`src/rtl/rtc_access_scheduler.sv`:
```
// Shares the RTC bus transaction engine between PicoBlaze commands and a periodic refresh sweep.
// Optional engine watchdog: define RTC_TIMEOUT_EN.
module rtc_access_scheduler #(
  parameter int REFRESH_CYCLES = 5000000,
  parameter int NUM_REGS       = 9,
  parameter int TIMEOUT_CYCLES = 1023
) (
  input  logic       clk,
  input  logic       reset,
  input  logic       cmd_req,
  input  logic       cmd_wr,
  input  logic [7:0] cmd_addr,
  input  logic [7:0] cmd_wdata,
  output logic       cmd_ack,
  output logic       cmd_done,
  output logic [7:0] cmd_rdata,
  output logic       eng_start,
  output logic       eng_wr,
  output logic [7:0] eng_addr,
  output logic [7:0] eng_wdata,
  input  logic       eng_done,
  input  logic [7:0] eng_rdata,
  output logic       upd_valid,
  output logic [3:0] upd_index,
  output logic [7:0] upd_data,
  output logic       sweep_busy,
  output logic       err_timeout,
  input  logic       err_clr,
  output logic [1:0] dbg_state
);

  // Handshakes: cmd_req is a level held until the one-cycle cmd_ack; the engine gets one
  // eng_start pulse per transaction with eng_* held until its eng_done pulse (one outstanding).
  typedef enum logic [1:0] {IDLE = 2'd0, ISSUE = 2'd1, WAIT = 2'd2, FINISH = 2'd3} state_t;
  typedef enum logic {OWN_CMD = 1'b0, OWN_SWEEP = 1'b1} owner_t;

  state_t      state_q, state_d;
  owner_t      owner_q, owner_d, last_grant_q, last_grant_d;
  logic [31:0] refresh_cnt_q, refresh_cnt_d;
  logic        sweep_pend_q, sweep_pend_d, sweep_busy_q, sweep_busy_d;
  logic [3:0]  sweep_idx_q, sweep_idx_d;
  logic        cmd_ack_q, cmd_ack_d, cmd_done_q, cmd_done_d;
  logic [7:0]  cmd_rdata_q, cmd_rdata_d;
  logic        eng_start_q, eng_start_d, eng_wr_q, eng_wr_d;
  logic [7:0]  eng_addr_q, eng_addr_d, eng_wdata_q, eng_wdata_d;
  logic        upd_valid_q, upd_valid_d;
  logic [3:0]  upd_index_q, upd_index_d;
  logic [7:0]  upd_data_q, upd_data_d;
  logic        finish_now, timed_out, refresh_tick;
`ifdef RTC_TIMEOUT_EN
  logic [31:0] wait_cnt_q, wait_cnt_d;
  logic        err_q, err_d;
`endif

  function automatic logic [7:0] reg_addr(input logic [3:0] idx);
    case (idx)
      4'd0:    reg_addr = 8'h21;
      4'd1:    reg_addr = 8'h22;
      4'd2:    reg_addr = 8'h23;
      4'd3:    reg_addr = 8'h24;
      4'd4:    reg_addr = 8'h25;
      4'd5:    reg_addr = 8'h26;
      4'd6:    reg_addr = 8'h41;
      4'd7:    reg_addr = 8'h42;
      4'd8:    reg_addr = 8'h43;
      default: reg_addr = 8'h00;
    endcase
  endfunction

  always_comb begin
    state_d       = state_q;
    owner_d       = owner_q;
    last_grant_d  = last_grant_q;
    refresh_tick  = (refresh_cnt_q == 32'(REFRESH_CYCLES - 1));
    refresh_cnt_d = refresh_tick ? 32'd0 : refresh_cnt_q + 32'd1;
    // A tick while a sweep is pending or running is simply absorbed.
    sweep_pend_d  = sweep_pend_q | refresh_tick;
    sweep_busy_d  = sweep_busy_q;
    sweep_idx_d   = sweep_idx_q;
    cmd_ack_d     = 1'b0;
    cmd_done_d    = 1'b0;
    cmd_rdata_d   = cmd_rdata_q;
    eng_start_d   = 1'b0;
    eng_wr_d      = eng_wr_q;
    eng_addr_d    = eng_addr_q;
    eng_wdata_d   = eng_wdata_q;
    upd_valid_d   = 1'b0;
    upd_index_d   = upd_index_q;
    upd_data_d    = upd_data_q;
    finish_now    = 1'b0;
    timed_out     = 1'b0;
`ifdef RTC_TIMEOUT_EN
    wait_cnt_d    = wait_cnt_q;
    err_d         = err_q & ~err_clr;
`endif
    case (state_q)
      IDLE: begin
        if (cmd_req && (!sweep_pend_q || last_grant_q == OWN_SWEEP)) begin
          owner_d     = OWN_CMD;
          state_d     = ISSUE;
          cmd_ack_d   = 1'b1;
          eng_start_d = 1'b1;
          eng_wr_d    = cmd_wr;
          eng_addr_d  = cmd_addr;
          eng_wdata_d = cmd_wdata;
        end else if (sweep_pend_q) begin
          owner_d      = OWN_SWEEP;
          state_d      = ISSUE;
          eng_start_d  = 1'b1;
          eng_wr_d     = 1'b0;
          eng_wdata_d  = 8'h00;
          sweep_busy_d = 1'b1;
          if (!sweep_busy_q) sweep_idx_d = 4'd0;
          eng_addr_d   = reg_addr(sweep_busy_q ? sweep_idx_q : 4'd0);
        end
      end
      ISSUE: begin
        state_d = WAIT;
`ifdef RTC_TIMEOUT_EN
        wait_cnt_d = 32'd0;
`endif
      end
      WAIT: begin
        if (eng_done) finish_now = 1'b1;
`ifdef RTC_TIMEOUT_EN
        else if (wait_cnt_q == 32'(TIMEOUT_CYCLES - 1)) begin
          finish_now = 1'b1;
          timed_out  = 1'b1;
        end else wait_cnt_d = wait_cnt_q + 32'd1;
`endif
        if (finish_now) begin
          state_d = FINISH;
          if (owner_q == OWN_CMD) begin
            cmd_done_d  = 1'b1;
            cmd_rdata_d = timed_out ? 8'hFF : (eng_wr_q ? 8'h00 : eng_rdata);
          end else if (!timed_out) begin
            upd_valid_d = 1'b1;
            upd_index_d = sweep_idx_q;
            upd_data_d  = eng_rdata;
          end
        end
      end
      FINISH: begin
        state_d      = IDLE;
        last_grant_d = owner_q;
        if (owner_q == OWN_SWEEP) begin
          if (sweep_idx_q == 4'(NUM_REGS - 1)) begin
            sweep_busy_d = 1'b0;
            sweep_pend_d = 1'b0;
            sweep_idx_d  = 4'd0;
          end else sweep_idx_d = sweep_idx_q + 4'd1;
        end
      end
      default: state_d = IDLE;
    endcase
`ifdef RTC_TIMEOUT_EN
    if (timed_out) err_d = 1'b1;
`endif
  end

  always_ff @(posedge clk) begin
    if (!reset) begin
      state_q       <= IDLE;
      owner_q       <= OWN_CMD;
      last_grant_q  <= OWN_SWEEP;
      refresh_cnt_q <= 32'd0;
      sweep_pend_q  <= 1'b0;
      sweep_busy_q  <= 1'b0;
      sweep_idx_q   <= 4'd0;
      cmd_ack_q     <= 1'b0;
      cmd_done_q    <= 1'b0;
      cmd_rdata_q   <= 8'h00;
      eng_start_q   <= 1'b0;
      eng_wr_q      <= 1'b0;
      eng_addr_q    <= 8'h00;
      eng_wdata_q   <= 8'h00;
      upd_valid_q   <= 1'b0;
      upd_index_q   <= 4'd0;
      upd_data_q    <= 8'h00;
`ifdef RTC_TIMEOUT_EN
      wait_cnt_q    <= 32'd0;
      err_q         <= 1'b0;
`endif
    end else begin
      state_q       <= state_d;
      owner_q       <= owner_d;
      last_grant_q  <= last_grant_d;
      refresh_cnt_q <= refresh_cnt_d;
      sweep_pend_q  <= sweep_pend_d;
      sweep_busy_q  <= sweep_busy_d;
      sweep_idx_q   <= sweep_idx_d;
      cmd_ack_q     <= cmd_ack_d;
      cmd_done_q    <= cmd_done_d;
      cmd_rdata_q   <= cmd_rdata_d;
      eng_start_q   <= eng_start_d;
      eng_wr_q      <= eng_wr_d;
      eng_addr_q    <= eng_addr_d;
      eng_wdata_q   <= eng_wdata_d;
      upd_valid_q   <= upd_valid_d;
      upd_index_q   <= upd_index_d;
      upd_data_q    <= upd_data_d;
`ifdef RTC_TIMEOUT_EN
      wait_cnt_q    <= wait_cnt_d;
      err_q         <= err_d;
`endif
    end
  end

  assign cmd_ack    = cmd_ack_q;
  assign cmd_done   = cmd_done_q;
  assign cmd_rdata  = cmd_rdata_q;
  assign eng_start  = eng_start_q;
  assign eng_wr     = eng_wr_q;
  assign eng_addr   = eng_addr_q;
  assign eng_wdata  = eng_wdata_q;
  assign upd_valid  = upd_valid_q;
  assign upd_index  = upd_index_q;
  assign upd_data   = upd_data_q;
  assign sweep_busy = sweep_busy_q;
  assign dbg_state  = state_q;
`ifdef RTC_TIMEOUT_EN
  assign err_timeout = err_q;
`else
  logic unused_err_clr;
  assign unused_err_clr = err_clr;
  assign err_timeout    = 1'b0;
`endif

endmodule

```
`config.mk`:
```
export PLATFORM = sky130hd
export DESIGN_NAME = rtc_access_scheduler
export DESIGN_NICKNAME = d
export VERILOG_FILES = /design/src/rtl/rtc_access_scheduler.sv
export SDC_FILE = /design/constraint.sdc
export NUM_CORES = 1
export LEC_CHECK = 0
export BUFFER_PORTS_ARGS = -buffer_cell sky130_fd_sc_hd__buf_2
export CAP_MARGIN = 20
export CORE_UTILIZATION = 26
export CTS_BUF_LIST = sky130_fd_sc_hd__clkbuf_4 sky130_fd_sc_hd__clkbuf_8
export DETAILED_ROUTE_END_ITERATION = 16
export PLACE_DENSITY = 0.43
export SETUP_SLACK_MARGIN = 0.5
export SLEW_MARGIN = 40
export SYNTH_ARGS = -nofsm -noshare
export SYNTH_HDL_FRONTEND = slang
export SYNTH_SLANG_ARGS = --single-unit
```
`constraint.sdc`:
```
create_clock -name clk -period 2.1 [get_ports clk]
set_input_delay 0.105 -clock clk [delete_from_list [all_inputs] [get_ports clk]]
set_output_delay 0.105 -clock clk [all_outputs]
set_load 0.005 [all_outputs]
```
==> results.yml, run 1 <==
setup_path:
  slowest_stage: "or4b_4"
  crit_end: "refresh_cnt_q[29]"
  crit_chain: "or4b_4 > nor4_4 > nand4_4 > o21ai_4 > buf_12 > a21oi_1"
  r2r_setup_slack_ns: 0.27
  r2r_cells: 6
  path_delay_family: "simple AND/OR/NAND/NOR gates"
  crit_start: "refresh_cnt_q[23]"
  r2r_start: "refresh_cnt_q[23]"
  required_ns: 2.36
  crit_type: "register to register"
  slowest_delay_ns: 0.54
  crit_path_start_kind: "register"
  r2r-end: "refresh_cnt_q[29]"
  cp_num_buf_inv: 1
  critPathMaxFanout: 18
  cp_num_cells: 6
  worst_ep_arrival_time_ns: 2.08
  end_kind: "register"
routing:
  drcViolationCount: 0
  first_pass_iters: 4
  avgRoutedWirePerCell_um: 14.1
  postRouteAntennaNets: 0
  wirelength_um: 10200
  vias: 3454
  vias_per_cell: 4.76
  drtIter0Drc: 184
timing:
  timing.hold.ws_ns: 0.0469
  relSlewSlack_pct: 66.1
  totalNegativeSetupSlack_ns: 0
  fin_ws_ns: 0.274
  max_freq_ghz: 0.548
  hold_viol: 0
  fin_crit_sh_pct: 86.9
  tightestPinTransition_ns: 0.502
  rsz0062_at_grt: "yes"
  skew_ns: 0.0219
  slew_violations: 0
  setup_viol: 0
  fin_crit_ns: 1.83
global_route:
  grt_max_degree: 22
  gr-usage-all-layers_pct: 14.4
  grt_pass1_wl_um: 16500
  grt_pass1_vias: 3327
  overflow: 0
  antenna_found_initial: 0
placed_design:
  placed_area_um2: 4410
  dp_hpwl_um: 6860
  dpl_worst_slack_ns: 0.180
  port_buffers: 72
  placed_cells: 669
  gp_congestion: 0.774
power:
  cellPowerDensity_nw_per_um2: 688
  leakagePower_nw: 2.11
  ir_drop_mv: 0.274
worst_hold_path:
  hold_class: "primary input to register"
clocking:
  clock_latency_ns: 0.38
  cts_sinks: 83
  clockBufferDepth: 2
  cts_max_level: 3
  cts_root_buf: "clkbuf_8"
  path_clk_slew_ns: 0.10
  cts_tree: "built"
  cts_buffers: 9
logic_synthesis:
  synth_edf_count: 0
  netlist.area_leader.share_pct: 44.3
  ys_seq_area_share_pct: 44.3
  synth_cell_types: 60
  synth_cells: 422
  syn_area_um2: 3750
  async_flop_share_pct: 0
  ys_seq_elements: 83
  synth.avg_cell_area_um2: 8.89
  synth-main-ff-cell: "dfxtp_1"
  ys_warn_count: 0
  synth_area_leaders: "dfxtp_1 (44%), nand2_1 (5.1%), a22o_1 (4.7%), a21boi_0 (3.8%), nor2_1 (3.2%)"
  yosys.area.top_type: "dfxtp_1"
  syn_nets: 461
job:
  drv_cap: 0
final_layout:
  finish.instance_area_um2: 5160
  drive_above_1_share_pct: 35.9
  fin_nets: 581
  final_cell_mix: "buf_2 (72), dfxtp_1 (55), nand2_1 (47)"
  layout_commonest_cell: "buf_2"
  areaGrowthSynthToFinish_pct: 37.4
  final_cells: 726
  diodes: 0
status:
  status: "completed"
floorplan:
  die_area_um2: 14900
  io_pins: 75
  die_x_um: 122
  core-area_um2: 14000
  start_util_pct: 26.8
  die_height_um: 122
  num_rows: 43
==> sequential cells by signal, summed over array words and instances, names as in the netlist, 2 cells and up <==
name and count:
dbg_state 2, cmd_rdata 8, eng_addr 8, sweep_idx_q 4, refresh_cnt_q 32, upd_index 4
upd_data 8, eng_wdata 8
==> cell families after synthesis <==
logic type | synth area share [%]
simple gates | 25.9
compound gates | 18.6
flops | 44.3
buf+inv | 3.63
xor+xnor | 3.73
fa+ha+maj | 3.00
mux | 0.800
other cells | 0.0999
==> tightest hold or removal path: stages <==
cell,delay [ns]
buf_2,0.13
nand2_1,0.10
nor3b_2,0.05
==> report_power, final <==
part	switching [mW]	internal (mW)	total [mW]
logic	0.347	0.370	0.717
clock network	0.613	0.432	1.04
registers	0.0947	1.69	1.79
==> per-stage QoR <==
step,power (mW),utilization [%]
2_1_floorplan,2.17,-
3_3_place_gp,2.40,31.5
3_5_place_dp,2.41,31.5
4_1_cts,3.58,35.9
5_1_grt,3.75,36.9
6_report,3.55,36.9
==> cell usage after synthesis (5+ instances only) <==
master and count:
inv_1 12, o21ai_0 14, or3_1 7, and3_1 9
a21oi_1 8, nor2b_1 7, and2_1 10, a22o_1 20
nor4_1 5, ha_1 9, dfxtp_1 83, nor3_1 5
xor2_1 12, a21boi_0 19, nand4_1 13, nand3_1 17
nor2_1 32, clkbuf_1 14, nand2_1 51
==> layout make-up <==
type / instances / area [um^2]
flip-flops and latches: 83 / 1720
well taps: 180 / 225
clock buffers: 10 / 131
multi-input cells: 307 / 2140
repair buffers: 129 / 865
clock inverters: 5 / 31.3
fillers: 1452 / 8830
inverters: 12 / 47.5
==> per-layer routing <==
| metal | vias up | share of wire, % | GRT usage, % |
|---|---|---|---|
| li1 | 1749 | - | - |
| met1 | 1649 | 46 | 17.3 |
| met2 | 43 | 49 | 24.2 |
| met3 | 13 | 2.6 | 2.86 |
| met4 | 0 | 2.0 | 7.47 |
| met5 | - | 0 | 0 |
==> timing repair <==
item | in CTS | in global routing
gates resized for setup | 48 | 34
cloned | 0 | 0
buffers inserted | 15 | 6
pin swaps | 14 | 10
endpoints found under the setup margin | 37 | 67
hold buffers | 21 | 0
hold endpoints to repair | 29 | 0
==> worst min-delay path by stage <==
stage | slack [ns] | start | end | cells past startpoint
5_1_grt | 0.05 | eng_done | cmd_done | 3
2_1_floorplan | 0.23 | eng_rdata[0] | cmd_rdata[0] | 1
3_3_place_gp | 0.32 | cmd_wdata[5] | eng_wdata[5] | 2
6_report | 0.05 | eng_done | cmd_done | 3
4_1_cts | 0.01 | eng_done | cmd_done | 3
3_5_place_dp | 0.32 | cmd_wr | eng_wr | 2
Power figures use the tool's default switching activity.
==> run 2, diff against run 1 <==
CORE_MARGIN = 2   (was unset)
==> run 2 against run 1 <==
Fmax shrank 0.75%. Hold slack gained 0.0048 ns. Power grew 8.6%. Sequential power is essentially flat. Wire length grew 0.57%. Via count grew 2.3%. Design area grew 1.7%. Flip-flop and latch count is the same. Largest cell class unchanged. Highest routed layer unchanged.
==> results.yml, run 2 (synthesis results as in run 1) <==
timing:
  slew_violations: 0
  skew_ns: 0.0151
  relSlewSlack_pct: 65.4
  totalNegativeSetupSlack_ns: 0
  hold_viol: 0
  fin_crit_sh_pct: 87.6
  max_freq_ghz: 0.544
  tightestPinTransition_ns: 0.514
  setup_viol: 0
  timing.hold.ws_ns: 0.0517
  fin_crit_ns: 1.84
  rsz0062_at_grt: "yes"
power:
  p_int_mw: 2.78
  clkPwrFrac_pct: 34.4
  power_frac_seq_pct: 46.3
  ir_drop_mv: 0.260
  pwr-share-comb_pct: 19.2
  leakagePower_nw: 2.14
  cellPowerDensity_nw_per_um2: 735
  p_switching_mw: 1.07
  swShare_pct: 27.9
global_route:
  grt_max_degree: 24
  antenna_found_initial: 0
  grt_pass1_vias: 3374
  overflow: 0
  grt_pass1_wl_um: 16400
  gr-usage-all-layers_pct: 13.8
setup_path:
  critPathMaxFanout: 4
  required_ns: 2.37
  end_kind: "register"
  crit_type: "register to register"
  crit_path_start_kind: "register"
  worst_ep_arrival_time_ns: 2.11
clocking:
  path_clk_slew_ns: 0.08
  cts_max_level: 3
  clockBufferDepth: 2
  cts_sinks: 83
  clock_latency_ns: 0.38
  cts_root_buf: "clkbuf_8"
  cts_buffers: 9
  cts_tree: "built"
worst_hold_path:
  hold_class: "primary input to register"
placed_design:
  port_buffers: 72
  placed_cells: 671
  dp_hpwl_um: 7020
  gp_congestion: 0.790
  placed_area_um2: 4420
routing:
  vias: 3532
  drtIter0Drc: 127
  avgRoutedWirePerCell_um: 14.2
  vias_per_cell: 4.86
  wirelength_um: 10300
  drcViolationCount: 0
  first_pass_iters: 4
  postRouteAntennaNets: 0
final_layout:
  final_cells: 727
  largest_reg_flops: 32
  finish.instance_area_um2: 5250
  final_cell_mix: "buf_2 (72), dfxtp_1 (56), nand2_1 (47)"
  fin_nets: 581
  areaGrowthSynthToFinish_pct: 39.7
  diodes: 0
  drive_above_1_share_pct: 36.2
  nFillCells: 1460
  regMostFlops: "refresh_cnt_q"
  fin_util_pct: 37.5
  layout_commonest_cell: "buf_2"
status:
  status: "completed"
floorplan:
  start_util_pct: 26.8
  num_rows: 43
  die_height_um: 124
  die_area_um2: 15400
  core-area_um2: 14000
  io_pins: 75
  die_x_um: 124
job:
  drv_cap: 0
==> run 2: changes by cell type in the layout (fill, tap and decap cells not counted), moves of 2 or more <==
cell | before | now
a21boi_1 | 3 | 1
bufinv_16 | 0 | 2
a21boi_0 | 15 | 17
dfxtp_2 | 20 | 18
clkinv_2 | 3 | 1
==> run 2: final timing paths <==
check	from	to	slack (ns)	depth (start not counted)
max	refresh_cnt_q[26]	refresh_cnt_q[22]	0.26	5
min	eng_done	cmd_done	0.05	3
max reg2reg	refresh_cnt_q[26]	refresh_cnt_q[22]	0.26	5
min reg2reg	upd_data[2]	upd_data[2]	0.46	2
==> run 2: critical path, stage by stage, from the launching register on <==
cell	delay (ns)
dfxtp_4	0.36
or4b_4	0.53
nor4_4	0.20
nand4_4	0.20
o211a_1	0.28
o21a_1	0.17
==> run 2: power groups by stage <==
stage	registers (mW)	clock network [mW]	logic, mW
2_1_floorplan	1.80	0	0.362
4_1_cts	1.79	1.38	0.695
3_3_place_gp	1.81	0	0.599
3_5_place_dp	1.81	0	0.605
6_report	1.79	1.33	0.741
5_1_grt	1.80	1.43	0.833
==> run 2: area by class of cell <==
| class | instances | area (um^2) | area share (%) |
|---|---|---|---|
| clock buffer | 10 | 138 | 2.62 |
| clock inverter | 6 | 88.8 | 1.69 |
| inverter | 12 | 45.0 | 0.859 |
| multi-input combinational | 307 | 2170 | 41.4 |
| sequential | 83 | 1720 | 32.8 |
| tap | 180 | 225 | 4.29 |
| timing repair buffer | 129 | 861 | 16.4 |
==> run 2: per-stage QoR <==
step | worst slack [ns] | total power, mW
final | 0.261 | 3.85
after global routing | 0.197 | 4.07
after CTS | 0.221 | 3.86
after detailed placement | 0.154 | 2.42
after global placement | 0.186 | 2.41
after floorplan | 0.296 | 2.17
==> run 2: routing by layer <==
layer / routed length [um] / vias up / share of wire [%] / track usage, %
met3: 427 / 11 / 4.1 / 3.07
met4: 140 / 0 / 1.4 / 6.25
met2: 5230 / 65 / 51 / 23.9
met5: 0 / - / 0 / 0
met1: 4500 / 1700 / 44 / 16.2
li1: - / 1756 / - / -
==> run 2: timing repair <==
action / CTS / global route
endpoints found under the setup margin: 41 / 69
pin swaps: 7 / 17
hold buffers: 21 / 0
buffers inserted: 12 / 7
endpoints found under the hold margin: 29 / 0
resized for setup: 35 / 47
==> run 3, diff against run 2 <==
CTS_CLUSTER_SIZE = 40   (was unset)
SETUP_SLACK_MARGIN = 0.05   (was 0.5)
==> run 3 against run 2 <==
Critical path depth increased by 1. Count of clock-buffer cells in the layout decreased by 1. Wire length down 3.9%. Combinational power is 18% lower. Non-clock buffer count down 15. Register-to-register slack lost 0.07 ns. Hold slack worse by 0.014 ns. Global-route usage is 0.27 points lower. Critical path type unchanged. Largest cell class unchanged.
==> results.yml, run 3 (synthesis results as in run 1) <==
routing:
  wl_met1_um: 4650
  avgRoutedWirePerCell_um: 13.9
  top_layer: "met4"
  postRouteAntennaNets: 0
  wirelength_um: 9900
  drtIter0Drc: 176
  routed-wl-met3_um: 362
  vias_per_cell: 4.70
  first_pass_iters: 4
  drcViolationCount: 0
  wl_met2_um: 4690
  vias: 3347
setup_path:
  r2r_setup_slack_ns: 0.19
  r2r_start: "refresh_cnt_q[25]"
  crit_type: "register to register"
  critPathMaxFanout: 18
  r2r-end: "refresh_cnt_q[31]"
  end_kind: "register"
  crit_start: "refresh_cnt_q[25]"
  crit_path_start_kind: "register"
  worst_ep_arrival_time_ns: 2.17
  required_ns: 2.36
  r2r_cells: 6
global_route:
  grt_pass1_wl_um: 16000
  gr-usage-all-layers_pct: 13.5
  antenna_found_initial: 0
  grt_pass1_vias: 3193
  grt_max_degree: 25
  overflow: 0
timing:
  hold_viol: 0
  skew_ns: 0.00934
  max_freq_ghz: 0.523
  setup_viol: 0
  fin_crit_ns: 1.91
  slew_violations: 0
  timing.hold.ws_ns: 0.0373
  tightestPinTransition_ns: 0.525
  totalNegativeSetupSlack_ns: 0
  rsz0062_at_grt: "no"
  fin_ws_ns: 0.189
  fin_crit_sh_pct: 91.0
  relSlewSlack_pct: 64.6
status:
  status: "completed"
worst_hold_path:
  hold_class: "primary input to register"
  min_path_cells: 2
  min_to: "owner_q"
  min-delay-start: "reset"
final_layout:
  fin_nets: 566
  finish.instance_area_um2: 4900
  final_cells: 712
  areaGrowthSynthToFinish_pct: 30.4
  regMostFlops: "refresh_cnt_q"
  final_cell_mix: "dfxtp_1 (83), buf_2 (72), nand2_1 (51)"
  drive_above_1_share_pct: 22.4
  fin_util_pct: 35.0
  layout_commonest_cell: "dfxtp_1"
  largest_reg_flops: 32
  diodes: 0
floorplan:
  num_rows: 43
  start_util_pct: 26.8
  die_height_um: 124
  core-area_um2: 14000
  io_pins: 75
  die_area_um2: 15400
  die_x_um: 124
power:
  leakagePower_nw: 2.06
  cellPowerDensity_nw_per_um2: 797
  p_total_mw: 3.90
  ir_drop_mv: 0.257
placed_design:
  dpl_worst_slack_ns: 0.130
  gp_congestion: 0.792
  dp_hpwl_um: 6930
  placed_area_um2: 4420
  port_buffers: 72
  placed_cells: 675
clocking:
  cts_max_level: 3
  cts_buffers: 9
  cts_root_buf: "clkbuf_8"
  path_clk_slew_ns: 0.09
  clock_latency_ns: 0.38
  clockBufferDepth: 2
  cts_sinks: 83
  cts_tree: "built"
job:
  drv_cap: 0
==> run 3: cell types whose count changed in the layout (fill, tap and decap cells not counted), sizes merged <==
cell,change
buf,-14
bufinv,+2
clkbuf,-2
clkinvlp,-2
inv,+1
==> run 3: worst max path at each step <==
stage | to | depth (start not counted)
finish | refresh_cnt_q[31] | 6
global route | sweep_idx_q[2] | 6
floorplan | refresh_cnt_q[11] | 6
global placement | refresh_cnt_q[31] | 6
detailed placement | refresh_cnt_q[31] | 6
CTS | refresh_cnt_q[31] | 6
==> run 3: area by class of cell <==
type                            instances  area [um^2]
Sequential cell                        83         1660
Tap cell                              180          225
Clock buffer                            9          124
Clock inverter                          7          139
Fill cell                            1433         9090
Multi-Input combinational cell        307         1960
Inverter                               12         45.0
Timing Repair Buffer                  114          741
==> run 3: power by group <==
| part | leakage (nW) | total (mW) | switching (mW) | internal (mW) |
|---|---|---|---|---|
| logic | 1.26 | 0.607 | 0.311 | 0.296 |
| registers | 0.673 | 1.76 | 0.0756 | 1.69 |
| clock network | 0.134 | 1.53 | 0.623 | 0.910 |
==> run 3: metal layers <==
layer	GRT usage (%)	vias up
met5	0	-
met3	3.16	11
li1	-	1715
met2	21.6	52
met4	6.88	0
met1	17.0	1569
==> run 3: worst max-delay path, cell delays in order, from the launching register on <==
cell and delay (ns):
dfxtp_1 0.33, or4b_1 0.55, nor4_2 0.18, nand4_2 0.27, o21ai_4 0.23, buf_12 0.17, a21oi_1 0.05
==> run 3: what timing repair did <==
item                       in CTS  in global routing
setup endpoints to repair       0                  4
hold buffers                   21                  0
resized for setup               0                  1
buffers inserted                0                  0
hold endpoints to repair       28                  0
